==> config.mk <==
export PLATFORM = sky130hd
export DESIGN_NAME = memory_access_unit
export DESIGN_NICKNAME = d
export VERILOG_FILES = /design/src/rtl/memory_access_unit.sv
export SDC_FILE = /design/constraint.sdc
export NUM_CORES = 1
export LEC_CHECK = 0
export CAP_MARGIN = 20
export CELL_PAD_IN_SITES_DETAIL_PLACEMENT = 1
export CELL_PAD_IN_SITES_GLOBAL_PLACEMENT = 2
export CORE_MARGIN = 2
export CORE_UTILIZATION = 26
export CTS_BUF_LIST = sky130_fd_sc_hd__clkbuf_8
export DETAILED_ROUTE_END_ITERATION = 12
export GPL_TIMING_DRIVEN = 0
export PLACE_DENSITY = 0.82
export SYNTH_ARGS = -nofsm -noshare
export SYNTH_HDL_FRONTEND = slang
export SYNTH_SLANG_ARGS = --single-unit
==> constraint.sdc <==
create_clock -name i_clk -period 2 [get_ports i_clk]
set_input_delay 0.2 -clock i_clk [delete_from_list [all_inputs] [get_ports i_clk]]
set_output_delay 0.2 -clock i_clk [all_outputs]
set_load 0.01 [all_outputs]
==> src/rtl/memory_access_unit.sv <==
// memory_access_unit: memory stage of the RAPID-X core.
// Handles LB/LH/LW/LBU/LHU/SB/SH/SW over a req/ack data bus, applies byte
// enables and load extension, and returns a registered writeback.
// Optional feature macro: RAPID_MAU_TIMEOUT_EN compiles in the bus-timeout
// counter; without it WAIT holds until ack and TIMEOUT is unused.

package rapid_pkg;
    parameter int XLEN = 32;

    typedef struct packed {
        logic            mem;
        logic            iop;
        logic [2:0]      fcs_opcode;
        logic [4:0]      rd;
        logic [XLEN-1:0] debug_instruction;
    } control_mem_s;
endpackage

module memory_access_unit
    import rapid_pkg::*;
#(
    parameter int TIMEOUT = 255
) (
    input  logic            i_clk,
    input  logic            i_rst_n,
    input  logic            i_valid,
    input  control_mem_s    i_control_signal,
    input  logic [XLEN-1:0] i_addr,
    input  logic [XLEN-1:0] i_store_data,
    output logic            o_stall,
    output logic            o_wb_valid,
    output logic [4:0]      o_wb_rd,
    output logic [XLEN-1:0] o_wb_data,
    output logic            o_misaligned,
    output logic            o_access_fault,
    output logic            o_dmem_req,
    output logic            o_dmem_we,
    output logic [XLEN-1:0] o_dmem_addr,
    output logic [XLEN-1:0] o_dmem_wdata,
    output logic [3:0]      o_dmem_be,
    input  logic            i_dmem_ack,
    input  logic [XLEN-1:0] i_dmem_rdata
);

    typedef enum logic [1:0] {
        IDLE = 2'd0,
        WAIT = 2'd1,
        RESP = 2'd2
    } state_e;

    // funct3 values with no load/store meaning
    function automatic logic is_illegal(input logic [2:0] fcs);
        return (fcs == 3'b011) || (fcs == 3'b110) || (fcs == 3'b111);
    endfunction

    // fcs[1:0] encodes the access size: 00 byte, 01 half, 10 word
    function automatic logic is_misaligned(input logic [2:0] fcs, input logic [1:0] off);
        return ((fcs[1:0] == 2'b01) && off[0]) || ((fcs[1:0] == 2'b10) && (off != 2'b00));
    endfunction

    function automatic logic [3:0] byte_en(input logic [2:0] fcs, input logic [1:0] off);
        case (fcs[1:0])
            2'b00:   return 4'b0001 << off;
            2'b01:   return 4'b0011 << off;
            default: return 4'b1111;
        endcase
    endfunction

    // Replicate the store value across lanes so the bus only needs byte enables
    function automatic logic [XLEN-1:0] replicate(input logic [2:0] fcs, input logic [XLEN-1:0] d);
        case (fcs[1:0])
            2'b00:   return {4{d[7:0]}};
            2'b01:   return {2{d[15:0]}};
            default: return d;
        endcase
    endfunction

    // Shift the addressed lane down to bit 0, then sign or zero extend
    function automatic logic [XLEN-1:0] load_extend(input logic [2:0] fcs, input logic [1:0] off,
                                                    input logic [XLEN-1:0] rdata);
        logic [XLEN-1:0] lane;
        lane = rdata >> {off, 3'b000};
        case (fcs)
            3'b000:  return {{(XLEN-8){lane[7]}}, lane[7:0]};
            3'b001:  return {{(XLEN-16){lane[15]}}, lane[15:0]};
            3'b100:  return {{(XLEN-8){1'b0}}, lane[7:0]};
            3'b101:  return {{(XLEN-16){1'b0}}, lane[15:0]};
            default: return lane;
        endcase
    endfunction

    state_e          state_q, state_d;
    logic            stall_q, stall_d;
    logic            wb_valid_q, wb_valid_d;
    logic [4:0]      wb_rd_q, wb_rd_d;
    logic [XLEN-1:0] wb_data_q, wb_data_d;
    logic            mis_q, mis_d;
    logic            fault_q, fault_d;
    logic            req_q, req_d;
    logic            we_q, we_d;
    logic [XLEN-1:0] addr_q, addr_d;
    logic [XLEN-1:0] wdata_q, wdata_d;
    logic [3:0]      be_q, be_d;
    logic [2:0]      fcs_q, fcs_d;
    logic [4:0]      rd_q, rd_d;
    logic [1:0]      off_q, off_d;
`ifdef RAPID_MAU_TIMEOUT_EN
    logic [7:0]      cnt_q, cnt_d;
`else
    logic            unused_timeout;
    assign unused_timeout = (TIMEOUT != 0);
`endif

    logic unused_debug;
    assign unused_debug = ^i_control_signal.debug_instruction;

    // Next-state and next-output logic for the IDLE/WAIT/RESP sequence.
    // RESP already has its writeback registered, so it accepts a new
    // instruction exactly like IDLE; only WAIT stalls upstream.
    always_comb begin
        state_d    = state_q;
        stall_d    = stall_q;
        wb_valid_d = 1'b0;
        wb_rd_d    = wb_rd_q;
        wb_data_d  = wb_data_q;
        mis_d      = 1'b0;
        fault_d    = 1'b0;
        req_d      = req_q;
        we_d       = we_q;
        addr_d     = addr_q;
        wdata_d    = wdata_q;
        be_d       = be_q;
        fcs_d      = fcs_q;
        rd_d       = rd_q;
        off_d      = off_q;
`ifdef RAPID_MAU_TIMEOUT_EN
        cnt_d      = cnt_q;
`endif
        case (state_q)
            IDLE, RESP: begin
                state_d = IDLE;
                stall_d = 1'b0;
                req_d   = 1'b0;
                if (i_valid) begin
                    if (!i_control_signal.mem) begin
                        wb_valid_d = (i_control_signal.rd != 5'd0);
                        wb_rd_d    = i_control_signal.rd;
                        wb_data_d  = i_addr;
                    end else if (is_illegal(i_control_signal.fcs_opcode)) begin
                        fault_d = 1'b1;
                    end else if (is_misaligned(i_control_signal.fcs_opcode, i_addr[1:0])) begin
                        mis_d = 1'b1;
                    end else begin
                        state_d = WAIT;
                        stall_d = 1'b1;
                        req_d   = 1'b1;
                        we_d    = i_control_signal.iop;
                        addr_d  = {i_addr[XLEN-1:2], 2'b00};
                        wdata_d = replicate(i_control_signal.fcs_opcode, i_store_data);
                        be_d    = byte_en(i_control_signal.fcs_opcode, i_addr[1:0]);
                        fcs_d   = i_control_signal.fcs_opcode;
                        rd_d    = i_control_signal.rd;
                        off_d   = i_addr[1:0];
`ifdef RAPID_MAU_TIMEOUT_EN
                        cnt_d   = 8'd0;
`endif
                    end
                end
            end
            WAIT: begin
                if (i_dmem_ack) begin
                    state_d = RESP;
                    stall_d = 1'b0;
                    req_d   = 1'b0;
                    if (!we_q) begin
                        wb_valid_d = (rd_q != 5'd0);
                        wb_rd_d    = rd_q;
                        wb_data_d  = load_extend(fcs_q, off_q, i_dmem_rdata);
                    end
`ifdef RAPID_MAU_TIMEOUT_EN
                end else if (cnt_q == 8'(TIMEOUT - 1)) begin
                    // This non-ack cycle is the TIMEOUT-th one: abandon the access
                    state_d = IDLE;
                    stall_d = 1'b0;
                    req_d   = 1'b0;
                    fault_d = 1'b1;
                end else begin
                    cnt_d = cnt_q + 8'd1;
`endif
                end
            end
            default: begin
                state_d = IDLE;
                stall_d = 1'b0;
                req_d   = 1'b0;
            end
        endcase
    end

    // State and registered outputs; reset clears everything, including a live request
    always_ff @(posedge i_clk or negedge i_rst_n) begin
        if (!i_rst_n) begin
            state_q    <= IDLE;
            stall_q    <= 1'b0;
            wb_valid_q <= 1'b0;
            wb_rd_q    <= 5'd0;
            wb_data_q  <= '0;
            mis_q      <= 1'b0;
            fault_q    <= 1'b0;
            req_q      <= 1'b0;
            we_q       <= 1'b0;
            addr_q     <= '0;
            wdata_q    <= '0;
            be_q       <= 4'd0;
            fcs_q      <= 3'd0;
            rd_q       <= 5'd0;
            off_q      <= 2'd0;
`ifdef RAPID_MAU_TIMEOUT_EN
            cnt_q      <= 8'd0;
`endif
        end else begin
            state_q    <= state_d;
            stall_q    <= stall_d;
            wb_valid_q <= wb_valid_d;
            wb_rd_q    <= wb_rd_d;
            wb_data_q  <= wb_data_d;
            mis_q      <= mis_d;
            fault_q    <= fault_d;
            req_q      <= req_d;
            we_q       <= we_d;
            addr_q     <= addr_d;
            wdata_q    <= wdata_d;
            be_q       <= be_d;
            fcs_q      <= fcs_d;
            rd_q       <= rd_d;
            off_q      <= off_d;
`ifdef RAPID_MAU_TIMEOUT_EN
            cnt_q      <= cnt_d;
`endif
        end
    end

    assign o_stall        = stall_q;
    assign o_wb_valid     = wb_valid_q;
    assign o_wb_rd        = wb_rd_q;
    assign o_wb_data      = wb_data_q;
    assign o_misaligned   = mis_q;
    assign o_access_fault = fault_q;
    assign o_dmem_req     = req_q;
    assign o_dmem_we      = we_q;
    assign o_dmem_addr    = addr_q;
    assign o_dmem_wdata   = wdata_q;
    assign o_dmem_be      = be_q;

endmodule
==> impl_metrics.json <==
{
  "status": "finished, final reports clean",
  "final_cell_count_no_fill": 1072,
  "drive_gt1_share_pct": 17.2,
  "hold_path.class": "in2reg",
  "skew_ns": 0.0106,
  "cp_slowest_cell": "clkdlybuf4s50_1",
  "async_flop_share_pct": 100,
  "yosys-mux-area-fraction_pct": 20.3,
  "grt_use_total_pct": 19.3,
  "cp.arrival_ns": 2.24,
  "power_density_mw_per_mm2": 1050,
  "cp-start-kind": "primary input",
  "ios": 253,
  "dieHeight_um": 154,
  "synth_top_family_by_area": "multiplexers",
  "via_count": 5177,
  "grt-ovfl-total": 0,
  "viasPerCell": 4.83,
  "net-switching-power_w": 0.00319,
  "p_seq_share_pct": 37.7,
  "wl_per_cell_um": 20.7,
  "p_int_w": 0.00613,
  "clock.fmax_mhz": 524,
  "netlist_area_mm2": 0.00584,
  "syn2layout_area_growth_pct": 52.4,
  "crit_type": "in2reg",
  "worst_slew_pin_slew_ns": 1.05,
  "n_fill_cell": 2462,
  "drt_iter0_drc": 269,
  "crit_fanout": 10,
  "dp.cells": 1035,
  "route.detailed.drc": 0,
  "setup_tns_ns": 0,
  "hpwl_um": 16800,
  "synth_area_per_cell_um2": 10.8,
  "cts_sinks": 120,
  "grt_max_degree": 70,
  "synth-seq-area-share_pct": 51.5,
  "synthCells": 538,
  "grt_pass1_wl_um": 34500,
  "switching_share_pct": 34.2,
  "cap_violations": 0,
  "stdcell_area_mm2": 0.00889,
  "synth-edff-count": 0,
  "power_frac_clock_pct": 22.5,
  "period_minus_slack_ns": 1.91,
  "grt_pass1_vias": 5584,
  "synth-simple-area-share_pct": 11.7,
  "cts_htree_levels": 4,
  "start_util_pct": 26.6,
  "timing.final.crit_share_pct": 95.4,
  "synth-xor-area-share_pct": 0.300,
  "path_clk_slew_ns": 0.08,
  "cts_buffers": 17,
  "cts_tree": "built",
  "critPathCaptureType": "flop",
  "ant_nets": 0,
  "critical_path_required_ns": 2.33,
  "cts_buffer_depth": 2,
  "ys_types": 43,
  "relSlewSlack_pct": 29.6,
  "clkLatencyLatePin_ns": 0.45,
  "gp_congestion": 0.782,
  "p_leak_nw": 3.61,
  "fp.dieW_um": 154,
  "finalSetupViolCount": 0,
  "worstPathCellList": "clkdlybuf4s50_1 > buf_6 > o21a_2 > a2111oi_4 > buf_6 > buf_12 > buf_12 > mux2_1",
  "grt_antenna_before_repair": 1,
  "synth_fa_ha_area_share_pct": 0.172,
  "wl_um": 22100,
  "num_rows": 54,
  "whs_ns": 0.203,
  "synth_compound_area_share_pct": 11.9,
  "dpl-instance-area_mm2": 0.00837,
  "ys_warn_count": 0,
  "layout.cells.most_common": "clkdlybuf4s50_1",
  "ys.flop_type": "dfrtp_1",
  "drv_slew": 0,
  "die-area_mm2": 0.0237,
  "power_frac_comb_pct": 39.7,
  "core_mm2": 0.0220,
  "port-buffer-count": 215,
  "detail_route.first_pass.iterations": 4,
  "layout_common_cells": "clkdlybuf4s50_1, dfrtp_1, nor2_1",
  "crit_buf_inv": 5,
  "clockRootBuffer": "clkbuf_8",
  "critical-path-max-stage-delay_ns": 0.46,
  "fin_util_pct": 40.5,
  "ys_ff_latch": 120,
  "crit_family": "buffers and inverters",
  "nNetsFinal": 920,
  "finalHoldViolations": 0,
  "ir_drop_mv": 0.385
}
-- synth_stat cells (all sizes together), types with 7 or more instances --
master,number,area share [%]
a31oi,14,1.8
mux2i,34,5.8
a221oi,24,3.6
buf,23,2.6
o21ai,14,1.2
clkbuf,19,1.2
nand2,54,3.5
nor2,88,5.7
dfrtp,120,51
a22oi,10,1.3
a21oi,21,1.8
o211ai,7,0.90
mux2,73,14
-- area by class of cell --
type	count	area, µm²	share of cell area (%)
repair buffers	221	2220	25.0
well taps	280	350	3.94
inverters	4	16.3	0.183
flip-flops and latches	120	3000	33.8
multi-input cells	373	2640	29.7
diodes	1	2.50	0.0281
clock buffers	20	275	3.09
plain buffers	41	284	3.19
clock inverters	12	93.8	1.06
-- cells by family (layout without fill, tap and decap cells) --
family | Yosys count | in the layout
AND/OR/NAND/NOR | 163 | 163
flip-flops | 120 | 120
multiplexers | 108 | 108
AO/OA/AOI/OAI | 97 | 97
buffers and inverters | 46 | 298
XOR/XNOR | 2 | 2
adder cells (fa/ha/maj) | 1 | 1
other | 1 | 3
-- routing by layer --
| metal | share of wire, % | vias to the layer above | global-route usage (%) | wire, µm |
|---|---|---|---|---|
| met5 | 0 | - | 0 | 0 |
| met4 | 2.7 | 0 | 7.39 | 597 |
| met3 | 3.7 | 34 | 3.92 | 811 |
| met2 | 48 | 132 | 31.5 | 10600 |
| met1 | 46 | 2613 | 25.3 | 10100 |
| li1 | - | 2398 | - | - |
-- worst reg2reg max path: stages, from the launching register on --
cell       delay [ns]
dfrtp_2          0.44
nand3b_1         0.24
a2111oi_4        0.26
buf_6            0.18
buf_12           0.15
buf_12           0.15
mux2_1           0.34
-- what timing repair did --
| item | in CTS | in global routing |
|---|---|---|
| endpoints found under the setup margin | 102 | 91 |
| hold endpoints to repair | 51 | 0 |
| hold buffers | 1 | 0 |
| pin swaps | 2 | 0 |
| resized for setup | 16 | 24 |
| buffers inserted | 3 | 1 |
-- power groups by stage --
stage	clock, W	sequential (W)	combinational [W]
global placement	0	0.00353	0.00362
CTS	0.00219	0.00352	0.00370
detailed placement	0	0.00356	0.00366
global route	0.00230	0.00363	0.00397
finish	0.00210	0.00352	0.00370
floorplan	0	0.00382	0.00128
-- sequential cells by signal, indices dropped and copies added (netlist names) --
register / flops
o_dmem_wdata: 32
o_wb_data: 32
o_dmem_addr: 30
o_wb_rd: 5
rd_q: 5
o_dmem_be: 4
fcs_q: 3
off_q: 2
state_q: 2
o_access_fault: 1
o_dmem_req: 1
o_dmem_we: 1
o_misaligned: 1
o_wb_valid: 1
-- per-stage QoR --
stage / setup slack (ns) / power, W
2_1_floorplan: 0.227 / 0.00511
3_3_place_gp: -4.43 / 0.00715
3_5_place_dp: -0.538 / 0.00722
4_1_cts: 0.00393 / 0.00942
5_1_grt: -0.00243 / 0.00990
6_report: 0.0915 / 0.00932
-- worst paths after layout --
kind	to	from	depth (start not counted)	slack, ns
setup reg to reg	o_dmem_wdata[5]	state_q[0]	6	0.12
min in group asynchronous	o_dmem_wdata[6]	i_rst_n	2	0.27
hold / removal	off_q[0]	i_addr[0]	3	0.20
setup / recovery	o_dmem_wdata[5]	i_control_signal[37]	8	0.09
hold reg to reg	o_dmem_wdata[1]	o_dmem_wdata[1]	1	0.49
max in group asynchronous	o_wb_data[21]	i_rst_n	3	0.97
Note: power is estimated with default switching activity, not from simulation.
